--- config.mk ---
export PLATFORM = sky130hd
export DESIGN_NAME = wb_to_ahbl_bridge
export DESIGN_NICKNAME = d
export VERILOG_FILES = /design/src/rtl/wb_ahbl_pkg.sv /design/src/rtl/ahbl_sel_decode.sv /design/src/rtl/wb_to_ahbl_bridge.sv
export SDC_FILE = /design/constraint.sdc
export NUM_CORES = 1
export LEC_CHECK = 0
export BUFFER_PORTS_ARGS = -buffer_cell sky130_fd_sc_hd__clkbuf_2
export CORE_MARGIN = 10
export CORE_UTILIZATION = 47
export DETAILED_ROUTE_END_ITERATION = 7
export PLACE_DENSITY = 0.89
export SYNTH_ARGS = -nofsm -noshare
export SYNTH_HDL_FRONTEND = slang
export SYNTH_SLANG_ARGS = --single-unit
export TNS_END_PERCENT = 10
--- constraint.sdc ---
create_clock -name HCLK -period 2.33 [get_ports HCLK]
set_input_delay 0.1165 -clock HCLK [delete_from_list [all_inputs] [get_ports HCLK]]
set_output_delay 0.1165 -clock HCLK [all_outputs]
set_load 0.05 [all_outputs]
--- src/rtl/wb_ahbl_pkg.sv ---
// Shared AHB-Lite encodings and bridge FSM states for the Wishbone/AHB bridges.
package wb_ahbl_pkg;

  localparam logic [1:0] HTRANS_IDLE   = 2'b00;
  localparam logic [1:0] HTRANS_NONSEQ = 2'b10;

  localparam logic [2:0] HSIZE_BYTE = 3'b000;
  localparam logic [2:0] HSIZE_HALF = 3'b001;
  localparam logic [2:0] HSIZE_WORD = 3'b010;

  typedef enum logic [1:0] {
    ST_IDLE = 2'b00,
    ST_ADDR = 2'b01,
    ST_DATA = 2'b10,
    ST_ACK  = 2'b11
  } state_e;

endpackage

--- src/rtl/ahbl_sel_decode.sv ---
// Maps a pending byte-lane mask to the next AHB beat: size, low address bits and lanes consumed.
module ahbl_sel_decode
  import wb_ahbl_pkg::*;
#(
  parameter bit SPLIT_EN = 1'b1
) (
  input  logic [3:0] mask_i,
  output logic [2:0] hsize_o,
  output logic [1:0] addr_lo_o,
  output logic [3:0] consumed_o
);

  always_comb begin
    hsize_o    = HSIZE_WORD;
    addr_lo_o  = 2'b00;
    consumed_o = 4'b1111;
    if (mask_i == 4'b1111) begin
      hsize_o = HSIZE_WORD;
    end else if (mask_i == 4'b0011 || (SPLIT_EN && mask_i[1:0] == 2'b11)) begin
      // The lower aligned half goes first when it is fully selected.
      hsize_o    = HSIZE_HALF;
      addr_lo_o  = 2'b00;
      consumed_o = 4'b0011;
    end else if (mask_i == 4'b1100) begin
      hsize_o    = HSIZE_HALF;
      addr_lo_o  = 2'b10;
      consumed_o = 4'b1100;
    end else if (SPLIT_EN || $onehot(mask_i)) begin
      hsize_o = HSIZE_BYTE;
      if (mask_i[0]) begin
        addr_lo_o  = 2'b00;
        consumed_o = 4'b0001;
      end else if (mask_i[1]) begin
        addr_lo_o  = 2'b01;
        consumed_o = 4'b0010;
      end else if (mask_i[2]) begin
        addr_lo_o  = 2'b10;
        consumed_o = 4'b0100;
      end else if (mask_i[3]) begin
        addr_lo_o  = 2'b11;
        consumed_o = 4'b1000;
      end else begin
        hsize_o = HSIZE_WORD;
      end
    end
  end

endmodule

--- src/rtl/wb_to_ahbl_bridge.sv ---
// Wishbone-classic slave to AHB-Lite master; one or more single non-pipelined beats per cycle.
module wb_to_ahbl_bridge
  import wb_ahbl_pkg::*;
#(
  parameter int unsigned AW       = 32,
  parameter bit          SPLIT_EN = 1'b1
) (
  input  logic          HCLK,
  input  logic          HRESETn,
  input  logic          wb_cyc_i,
  input  logic          wb_stb_i,
  input  logic          wb_we_i,
  input  logic [3:0]    wb_sel_i,
  input  logic [AW-1:0] wb_adr_i,
  input  logic [31:0]   wb_dat_i,
  output logic [31:0]   wb_dat_o,
  output logic          wb_ack_o,
  output logic          HSEL,
  output logic [AW-1:0] HADDR,
  output logic [1:0]    HTRANS,
  output logic          HWRITE,
  output logic [2:0]    HSIZE,
  output logic [31:0]   HWDATA,
  input  logic          HREADY,
  input  logic [31:0]   HRDATA
);

  state_e        state_q, state_d;
  logic [AW-1:2] adr_q, adr_d;
  logic          we_q, we_d;
  logic [31:0]   dat_q, dat_d;
  logic [3:0]    mask_q, mask_d;
  logic          abort_q, abort_d;
  logic [31:0]   rdat_q, rdat_d;
  logic          ack_q, ack_d;

  logic [2:0] dec_hsize;
  logic [1:0] dec_lo;
  logic [3:0] dec_consumed;
  logic [3:0] remain;
  logic       in_addr;
  logic       unused_adr_lo;

  // Lane offset comes from the decoder, so the byte offset of the Wishbone address is not needed.
  assign unused_adr_lo = ^wb_adr_i[1:0];

  ahbl_sel_decode #(
    .SPLIT_EN(SPLIT_EN)
  ) u_sel_decode (
    .mask_i    (mask_q),
    .hsize_o   (dec_hsize),
    .addr_lo_o (dec_lo),
    .consumed_o(dec_consumed)
  );

  assign remain = mask_q & ~dec_consumed;

  always_comb begin
    state_d = state_q;
    adr_d   = adr_q;
    we_d    = we_q;
    dat_d   = dat_q;
    mask_d  = mask_q;
    abort_d = abort_q;
    rdat_d  = rdat_q;
    ack_d   = 1'b0;
    case (state_q)
      ST_IDLE: begin
        if (wb_cyc_i && wb_stb_i) begin
          adr_d   = wb_adr_i[AW-1:2];
          we_d    = wb_we_i;
          dat_d   = wb_dat_i;
          abort_d = 1'b0;
          mask_d  = wb_we_i ? wb_sel_i : 4'b1111;
          if (wb_we_i && wb_sel_i == 4'b0000) begin
            state_d = ST_ACK;
            ack_d   = 1'b1;
          end else begin
            state_d = ST_ADDR;
          end
        end
      end
      ST_ADDR: begin
        if (!wb_cyc_i) abort_d = 1'b1;
        if (HREADY) state_d = ST_DATA;
      end
      ST_DATA: begin
        if (!wb_cyc_i) abort_d = 1'b1;
        // An abandoned cycle still finishes the beat on the bus, then drops the rest silently.
        if (HREADY) begin
          if (abort_q || !wb_cyc_i) begin
            mask_d  = '0;
            state_d = ST_IDLE;
          end else begin
            mask_d = remain;
            if (!we_q) rdat_d = HRDATA;
            if (remain != 4'b0000) begin
              state_d = ST_ADDR;
            end else begin
              state_d = ST_ACK;
              ack_d   = 1'b1;
            end
          end
        end
      end
      ST_ACK: begin
        mask_d  = '0;
        state_d = ST_IDLE;
      end
      default: state_d = ST_IDLE;
    endcase
  end

  always_ff @(posedge HCLK or negedge HRESETn) begin
    if (!HRESETn) begin
      state_q <= ST_IDLE;
      adr_q   <= '0;
      we_q    <= 1'b0;
      dat_q   <= '0;
      mask_q  <= '0;
      abort_q <= 1'b0;
      rdat_q  <= '0;
      ack_q   <= 1'b0;
    end else begin
      state_q <= state_d;
      adr_q   <= adr_d;
      we_q    <= we_d;
      dat_q   <= dat_d;
      mask_q  <= mask_d;
      abort_q <= abort_d;
      rdat_q  <= rdat_d;
      ack_q   <= ack_d;
    end
  end

  assign in_addr  = (state_q == ST_ADDR);
  assign HSEL     = in_addr;
  assign HTRANS   = in_addr ? HTRANS_NONSEQ : HTRANS_IDLE;
  assign HADDR    = in_addr ? {adr_q, dec_lo} : '0;
  assign HSIZE    = in_addr ? dec_hsize : HSIZE_WORD;
  assign HWRITE   = in_addr & we_q;
  assign HWDATA   = (state_q == ST_DATA) ? dat_q : '0;
  assign wb_dat_o = rdat_q;
  assign wb_ack_o = ack_q;

endmodule
==> results.sh, run 1 <==
export IMPL_outcome="finished clean"
export IMPL_synth_compound_area_share=0.0293
export IMPL_dieArea_um2=14100
export IMPL_synth_xor_area_share=0
export IMPL_start_util=0.487
export IMPL_whs_ps=17.8
export IMPL_grt_pass1_wl_um=23400
export IMPL_grt_usage=0.203
export IMPL_clock_sinks=103
export IMPL_yosys_warnings=0
export IMPL_dp_slack_ps=388
export IMPL_cts_tree="yes"
export IMPL_postSynthCellCount=343
export IMPL_syn_to_final_growth_pct=49.1
export IMPL_r2r_setup_slack_ps=380
export IMPL_yosysTopAreaCell="dfrtp_1"
export IMPL_r2r_end="wb_dat_o[23]"
export IMPL_grt_overflow=0
export IMPL_ctsResizeCount=0
export IMPL_dr_wl_met2_um=7610
export IMPL_dr_pass1_iters=4
export IMPL_synth_main_ff_cell="dfrtp_1"
export IMPL_avgSynthCellArea_um2=13.3
export IMPL_r2r_start="state_q[0]"
export IMPL_fp_row_count=35
export IMPL_numCtsBuffers=9
export IMPL_endpoint="HADDR[0]"
export IMPL_finalSetupTns_ps=0
export IMPL_antenna_found_initial=1
export IMPL_h_tree_depth=3
export IMPL_setup_ws_ps=193
export IMPL_grt_setup_unrepaired="no"
export IMPL_ys_async_sr_fraction=1.00
export IMPL_nets=745
export IMPL_fmax_mhz=468
export IMPL_clock_path_buffers=2
export IMPL_synth_most_common_cell="dfrtp_1"
export IMPL_vdd_drop_max_uv=884
export IMPL_drv_cap=0
export IMPL_insertion_delay_ps=350
export IMPL_syn_area_um2=4570
export IMPL_relSlewSlack=0.505
export IMPL_ys_seq_elements=103
export IMPL_p_per_area_nw_per_um2=1340
export IMPL_finalCritPeriodShare=0.917
export IMPL_clk_pin_slew_ps=90
export IMPL_setup_viol=0
export IMPL_start_kind="flip-flop"
export IMPL_skew_ps=20.2
export IMPL_grt_max_degree=58
export IMPL_yosysSeqAreaShare=0.565
export IMPL_hp_class="input pin to flip-flop"
export IMPL_synth_area_leaders="dfrtp_1 (56%), mux2_2 (23%), and2_1 (8.6%)"
export IMPL_final_layout_size_suffix_gt1_frac=0.509
export IMPL_routabilityCongestion=0.769
export IMPL_grt_pass1_vias=4355
export IMPL_drtIter0Drc=200
export IMPL_power_w=0.00909
export IMPL_ant_nets=0
export IMPL_hpwl_um=9420
export IMPL_wl_met1_um=5480
export IMPL_viasPerCell=4.91
export IMPL_path_class="flip-flop to primary output"
export IMPL_avgRoutedWirePerCell_um=18.9
export IMPL_reg2reg_depth=6
export IMPL_synth_simple_area_share=0.124
export IMPL_place_inst=664
export IMPL_worst_pin_slew_ps=743
export IMPL_slew_violations=0
export IMPL_yosysUniqueCellTypes=33
export IMPL_synth_area_mux_share=0.241
export IMPL_fin_crit_ps=2140
export IMPL_leakage_nw=3.44
export IMPL_route_met3_wl_um=1200
export IMPL_core_um2=9370
export IMPL_fp_dieH_um=119
export IMPL_crit_start="state_q[1]"
export IMPL_worst_ep_arrival_time_ps=2020
export IMPL_yosysTopAreaCellShare=0.565
export IMPL_fin_cells=770
export IMPL_synth_edf_count=0
export IMPL_vias=3781
export IMPL_post_cts_setup_buffers=0
export IMPL_die_w_um=119
export IMPL_synth_top_family_by_area="multiplexers"
export IMPL_synth_adder_area_share=0.0110
export IMPL_io_pins=210
export IMPL_hold_viol=0
export IMPL_synthTopCellsByCount="dfrtp_1 (103), mux2_2 (95), and2_1 (63)"
export IMPL_routed_wl_um=14600
export IMPL_clock_root_buffer="clkbuf_8"
export IMPL_critical_path_required_ps=2210
export IMPL_portBuffers=205
export IMPL_critPathMaxFanout=32
export IMPL_routed_top_layer="met4"
export IMPL_fill_cells=638
export IMPL_crit_path_end_kind="primary output"
export IMPL_drc=0
## where the power goes
part | switching, W | leakage [nW] | internal [W] | total (W)
clock network | 0.000612 | 0.0870 | 0.000396 | 0.00101
logic | 0.00337 | 2.09 | 0.00162 | 0.00498
registers | 0.000483 | 1.26 | 0.00262 | 0.00310
## logic make-up (layout without fill, tap and decap cells)
group,count (synthesis),after routing
adder cells (fa/ha/maj),4,4
AO/OA/AOI/OAI,18,18
multiplexers,98,98
flip-flops,103,103
buffers and inverters,27,323
other,1,3
AND/OR/NAND/NOR,92,92
## per-layer routing
metal / vias to the layer above / GRT usage
met3: 23 / 0.0704
li1: 1745 / -
met1: 1849 / 0.210
met4: 0 / 0.0588
met5: - / 0
met2: 164 / 0.375
## layout make-up
cell class,instances,area (um^2),area share
diodes,1,2.50,0.000368
repair buffers,301,2010,0.295
clock buffers,10,128,0.0187
inverters,6,22.5,0.00331
clock inverters,6,43.8,0.00643
flip-flops and latches,103,2580,0.379
well taps,129,161,0.0237
multi-input cells,214,1860,0.274
## layout by cell type (no fill, tap or decap), drive strengths merged, types with 2 or more instances in the layout
cell type    instances
nor3b                2
nor3                 4
and2                63
ha                   4
conb                 2
dfrtp              103
a22o                 2
dlygate4sd3         89
nand2                7
a21oi                6
o21ai                4
mux2                97
nor2b                2
buf                  8
nand2b               2
inv                  8
clkbuf             214
clkinv               3
nor2                 6
## worst min path at each step
stage | startpoint | slack, ps | end | depth (start not counted)
after floorplan | HRESETn | -180 | abort_q | 0
after global placement | HRESETn | 210 | wb_dat_o[28] | 1
after detailed placement | HRESETn | 220 | wb_dat_o[3] | 1
after CTS | HRDATA[29] | 0.3 | wb_dat_o[29] | 2
after global routing | HRDATA[29] | -2 | wb_dat_o[29] | 2
final | HRDATA[29] | 20 | wb_dat_o[29] | 2
## through the flow
step                area (um^2)   util
floorplan                  4570      -
global placement           5740  0.613
detailed placement         5740  0.613
CTS                        6800  0.725
global route               6810  0.726
finish                     6810  0.726
## registers in the layout, indices dropped and copies added, names as in the netlist
signal / count
state_q: 2
dat_q: 32
we_q: 1
mask_q: 4
wb_ack_o: 1
abort_q: 1
adr_q: 30
wb_dat_o: 32
## critical path, stage by stage (launching register included)
cell and delay (ps):
dfrtp_1 410, inv_1 110, ha_1 460, buf_12 230, nor3b_2 170, clkbuf_2 290
## what timing repair did
action                     4_1_cts  5_1_grt
hold buffers                    88        1
setup endpoints to repair        0        0
hold endpoints to repair       143        1
(Power assumes the default switching activity.)
==> run 2: changes to the inputs <==
--- a/config.mk
+++ b/config.mk
@@ -9,7 +9,7 @@
 export CORE_MARGIN = 10
 export CORE_UTILIZATION = 47
 export DETAILED_ROUTE_END_ITERATION = 7
-export PLACE_DENSITY = 0.89
+export PLACE_DENSITY = 0.8
 export SYNTH_ARGS = -nofsm -noshare
 export SYNTH_HDL_FRONTEND = slang
 export SYNTH_SLANG_ARGS = --single-unit
==> run 2 against run 1 <==
- maximum frequency shrank 0.61%
- clock power grew 29%
- total power is 2.8% higher
- sequential share of layout area fell by 0.66 points
- clock-buffer cell count is the same
- cell area is 1.8% higher
- register-to-register slack improved by 20 ps
- worst setup slack lost 13 ps
- sequential cell count unchanged
- critical path type unchanged
==> results.sh, run 2 (synthesis results as in run 1) <==
export IMPL_outcome="finished clean"
export IMPL_leakage_nw=3.49
export IMPL_worst_ep_arrival_time_ps=2030
export IMPL_hpwl_um=9500
export IMPL_clock_root_buffer="clkbuf_8"
export IMPL_vdd_drop_max_uv=694
export IMPL_crit_path_end_kind="primary output"
export IMPL_routabilityCongestion=0.787
export IMPL_ant_nets=0
export IMPL_path_class="flip-flop to primary output"
export IMPL_layout_common_cells="clkbuf_2 (204), dfrtp_1 (103), mux2_2 (95)"
export IMPL_path_cells="inv_1 > ha_1 > buf_4 > buf_4 > and2_1 > clkbuf_2"
export IMPL_dieArea_um2=14100
export IMPL_fp_dieH_um=119
export IMPL_path_common_cell="buf_4"
export IMPL_grt_max_degree=42
export IMPL_final_common_cell="clkbuf_2"
export IMPL_io_pins=210
export IMPL_setup_viol=0
export IMPL_syn_to_final_growth_pct=51.7
export IMPL_h_tree_depth=3
export IMPL_cts_tree="yes"
export IMPL_clock_path_buffers=2
export IMPL_fp_row_count=35
export IMPL_min_path_cells=2
export IMPL_core_um2=9370
export IMPL_clock_sinks=103
export IMPL_r2r_start="state_q[0]"
export IMPL_grt_usage=0.205
export IMPL_skew_ps=14.7
export IMPL_dr_pass1_iters=4
export IMPL_hold_viol=0
export IMPL_die_w_um=119
export IMPL_start_kind="flip-flop"
export IMPL_drv_cap=0
export IMPL_finalCritPeriodShare=0.923
export IMPL_routed_wl_um=14500
export IMPL_portBuffers=205
export IMPL_numCtsBuffers=9
export IMPL_critical_path_required_ps=2210
export IMPL_drtIter0Drc=160
export IMPL_final_layout_size_suffix_gt1_frac=0.510
export IMPL_path_buf_inv=4
export IMPL_crit_family="buffers and inverters"
export IMPL_relSlewSlack=0.646
export IMPL_avgRoutedWirePerCell_um=18.7
export IMPL_nets=752
export IMPL_vias=3755
export IMPL_grt_pass1_vias=4326
export IMPL_worst_pin_slew_ps=531
export IMPL_slew_violations=0
export IMPL_fmax_mhz=465
export IMPL_r2r_setup_slack_ps=400
export IMPL_worstHoldStart="HRDATA[3]"
export IMPL_drc=0
export IMPL_start_util=0.487
export IMPL_reg2reg_depth=6
export IMPL_grt_overflow=0
export IMPL_r2r_end="wb_dat_o[13]"
export IMPL_grt_setup_unrepaired="no"
export IMPL_antenna_found_initial=1
export IMPL_critPathMaxFanout=29
export IMPL_hold_end="wb_dat_o[3]"
export IMPL_p_per_area_nw_per_um2=1350
export IMPL_cp_slowest_stage_delay_ps=420
export IMPL_power_w=0.00935
export IMPL_insertion_delay_ps=360
export IMPL_clk_pin_slew_ps=100
export IMPL_grt_pass1_wl_um=23500
export IMPL_viasPerCell=4.83
export IMPL_whs_ps=25.3
export IMPL_fin_crit_ps=2150
export IMPL_hp_class="input pin to flip-flop"
export IMPL_fill_cells=633
export IMPL_slowest_stage="dfrtp_1"
## run 2: through the flow
step	instance area [um^2]	cells	utilization	TNS (ps)	worst slack [ps]
6_report	6930	777	0.739	0	180
5_1_grt	6930	777	0.739	0	57.3
4_1_cts	6910	775	0.738	0	104
3_5_place_dp	5750	666	0.613	0	422
3_3_place_gp	5750	666	0.613	0	520
2_1_floorplan	4570	344	-	-22.0	-22.0
## run 2: worst max path at each step
stage          slack, ps            to  depth (start not counted)  startpoint
4_1_cts              100     HADDR[25]                          5  state_q[1]
3_5_place_dp         420   wb_dat_o[2]                          6  state_q[0]
6_report             180     HWDATA[9]                          6  state_q[0]
5_1_grt               60     HWDATA[9]                          6  state_q[0]
3_3_place_gp         520  wb_dat_o[11]                          6  state_q[0]
2_1_floorplan        -20      HADDR[1]                          6  state_q[1]
## run 2: where the power goes
| part | internal (W) | total [W] | switching, W |
|---|---|---|---|
| Combinational | 0.00161 | 0.00496 | 0.00335 |
| Sequential | 0.00261 | 0.00308 | 0.000469 |
| Clock | 0.000654 | 0.00130 | 0.000649 |
| Total | 0.00488 | 0.00935 | 0.00447 |
## run 2: final cells by class
| cell class | count | area [um^2] | share of cell area |
|---|---|---|---|
| Clock buffer | 10 | 138 | 0.0199 |
| Multi-Input combinational cell | 214 | 1870 | 0.269 |
| Sequential cell | 103 | 2580 | 0.372 |
| Tap cell | 129 | 161 | 0.0233 |
| Clock inverter | 6 | 98.8 | 0.0143 |
| Timing Repair Buffer | 308 | 2060 | 0.298 |
| Inverter | 6 | 22.5 | 0.00325 |
| Antenna cell | 1 | 2.50 | 0.000361 |
## run 2: routing by layer
metal,part of all wire,global-route usage,vias to the layer above
met3,0.080,0.0700,17
met4,0.013,0.0656,0
met5,0,0,-
met1,0.40,0.225,1819
met2,0.51,0.362,156
li1,-,-,1763
## run 2: timing repair
action                     4_1_cts  5_1_grt
hold buffers                    93        1
gates resized for setup          0        1
hold endpoints to repair       131        1
setup endpoints to repair        0        6
buffers inserted                 0        0
## run 2: worst reg2reg max path: stages, from the launching register on
cell	delay (ps)
dfrtp_1	420
inv_1	110
ha_1	180
nand3b_1	180
nor3_4	140
buf_4	390
mux2_2	410
==> run 3: changes to the inputs <==
--- a/config.mk
+++ b/config.mk
@@ -10,6 +10,7 @@
 export CORE_UTILIZATION = 47
 export DETAILED_ROUTE_END_ITERATION = 7
 export PLACE_DENSITY = 0.8
+export SETUP_SLACK_MARGIN = 0.5
 export SYNTH_ARGS = -nofsm -noshare
 export SYNTH_HDL_FRONTEND = slang
 export SYNTH_SLANG_ARGS = --single-unit
==> run 3 against run 2 <==
- non-clock buffer count up 10
- combinational power up 9.3%
- global-route usage up 0.52 points
==> results.sh, run 3 (synthesis results as in run 1) <==
export IMPL_outcome="finished clean"
export IMPL_portBuffers=205
export IMPL_drtIter0Drc=242
export IMPL_grt_pass1_vias=4544
export IMPL_clock_root_buffer="clkbuf_8"
export IMPL_leakage_nw=3.58
export IMPL_met2_usage=0.391
export IMPL_start_kind="flip-flop"
export IMPL_final_layout_size_suffix_gt1_frac=0.522
export IMPL_busiest_layer="met2"
export IMPL_ant_nets=0
export IMPL_routabilityCongestion=0.754
export IMPL_h_tree_depth=3
export IMPL_fmax_mhz=554
export IMPL_crit_family="buffers and inverters"
export IMPL_clk_pin_slew_ps=100
export IMPL_grt_pass1_wl_um=24000
export IMPL_dr_pass1_iters=4
export IMPL_setup_viol=0
export IMPL_critical_path_required_ps=2210
export IMPL_path_class="flip-flop to primary output"
export IMPL_viasPerCell=4.97
export IMPL_drv_cap=0
export IMPL_nets=762
export IMPL_grt_setup_unrepaired="yes"
export IMPL_slew_violations=0
export IMPL_path_cells="inv_2 > ha_4 > buf_6 > and2_1 > clkbuf_4"
export IMPL_vias=3918
export IMPL_finalCritPeriodShare=0.775
export IMPL_cp_slowest_stage_delay_ps=440
export IMPL_whs_ps=85.2
export IMPL_p_per_area_nw_per_um2=1320
export IMPL_worst_pin_slew_ps=672
export IMPL_syn_to_final_growth_pct=58.8
export IMPL_crit_path_end_kind="primary output"
export IMPL_die_w_um=119
export IMPL_relSlewSlack=0.552
export IMPL_antenna_found_initial=3
export IMPL_slowest_stage="dfrtp_1"
export IMPL_cp_depth=5
export IMPL_clock_path_buffers=2
export IMPL_io_pins=210
export IMPL_fin_crit_ps=1800
export IMPL_critPathMaxFanout=10
export IMPL_numCtsBuffers=9
export IMPL_met3_usage=0.0562
export IMPL_hp_class="input pin to flip-flop"
export IMPL_dieArea_um2=14100
export IMPL_reg2reg_depth=5
export IMPL_vdd_drop_max_uv=786
export IMPL_grt_usage=0.210
export IMPL_core_um2=9370
export IMPL_worst_ep_arrival_time_ps=1690
export IMPL_fp_row_count=35
export IMPL_skew_ps=11.6
export IMPL_start_util=0.487
export IMPL_clock_sinks=103
export IMPL_min_path_cells=2
export IMPL_path_buf_inv=3
export IMPL_grt_max_degree=54
export IMPL_fp_dieH_um=119
export IMPL_grt_overflow=0
export IMPL_insertion_delay_ps=360
export IMPL_finalSetupTns_ps=0
export IMPL_drc=0
export IMPL_cts_tree="yes"
export IMPL_avgRoutedWirePerCell_um=19.2
export IMPL_final_common_cell="clkbuf_2"
export IMPL_layout_common_cells="clkbuf_2 (153), dfrtp_1 (103), dlygate4sd3_1 (96)"
export IMPL_hpwl_um=9230
export IMPL_hold_viol=0
export IMPL_routed_wl_um=15100
export IMPL_use_met1=0.214
## run 3: final cells by class
class                           instances  area (um^2)
Sequential cell                       103         2580
Antenna cell                            3         7.51
Timing Repair Buffer                  318         2390
Inverter                                6         22.5
Clock inverter                          6         51.3
Tap cell                              129          161
Fill cell                             566         2120
Multi-Input combinational cell        214         1900
Clock buffer                           10          138
## run 3: final timing paths
path | startpoint | endpoint | slack, ps
max | state_q[1] | HADDR[12] | 530
min | wb_we_i | we_q | 90
max reg2reg | state_q[1] | dat_q[20] | 550
min reg2reg | dat_q[25] | dat_q[25] | 510
max in group asynchronous | HRESETn | dat_q[1] | 1280
min in group asynchronous | HRESETn | dat_q[2] | 310
## run 3: report_power, final
part	internal [W]	switching, W	total, W	leakage, nW
logic	0.00195	0.00346	0.00542	2.22
clock network	0.000436	0.000652	0.00109	0.0992
registers	0.00262	0.000480	0.00309	1.26
total	0.00500	0.00459	0.00960	3.58
## run 3: layer usage
| metal | wire, um | vias to the layer above |
|---|---|---|
| li1 | - | 1782 |
| met1 | 5530 | 1970 |
| met2 | 8390 | 141 |
| met3 | 856 | 25 |
| met4 | 362 | 0 |
| met5 | 0 | - |
## run 3: repair_timing
item,CTS,global route
pin swaps,2,3
endpoints found under the setup margin,125,162
setup buffers,8,1
endpoints found under the hold margin,146,1
resized for setup,61,31
hold buffers,95,1
gates cloned,1,0
## run 3: stage by stage
stage | power, W | area, um^2 | cells | worst slack [ps] | utilization
global route | 0.0101 | 7250 | 789 | 435 | 0.774
CTS | 0.00945 | 7170 | 784 | 447 | 0.765
floorplan | 0.00675 | 4600 | 344 | 518 | -
global placement | 0.00775 | 5760 | 664 | 386 | 0.615
detailed placement | 0.00792 | 5760 | 664 | 326 | 0.615
finish | 0.00960 | 7250 | 789 | 525 | 0.774
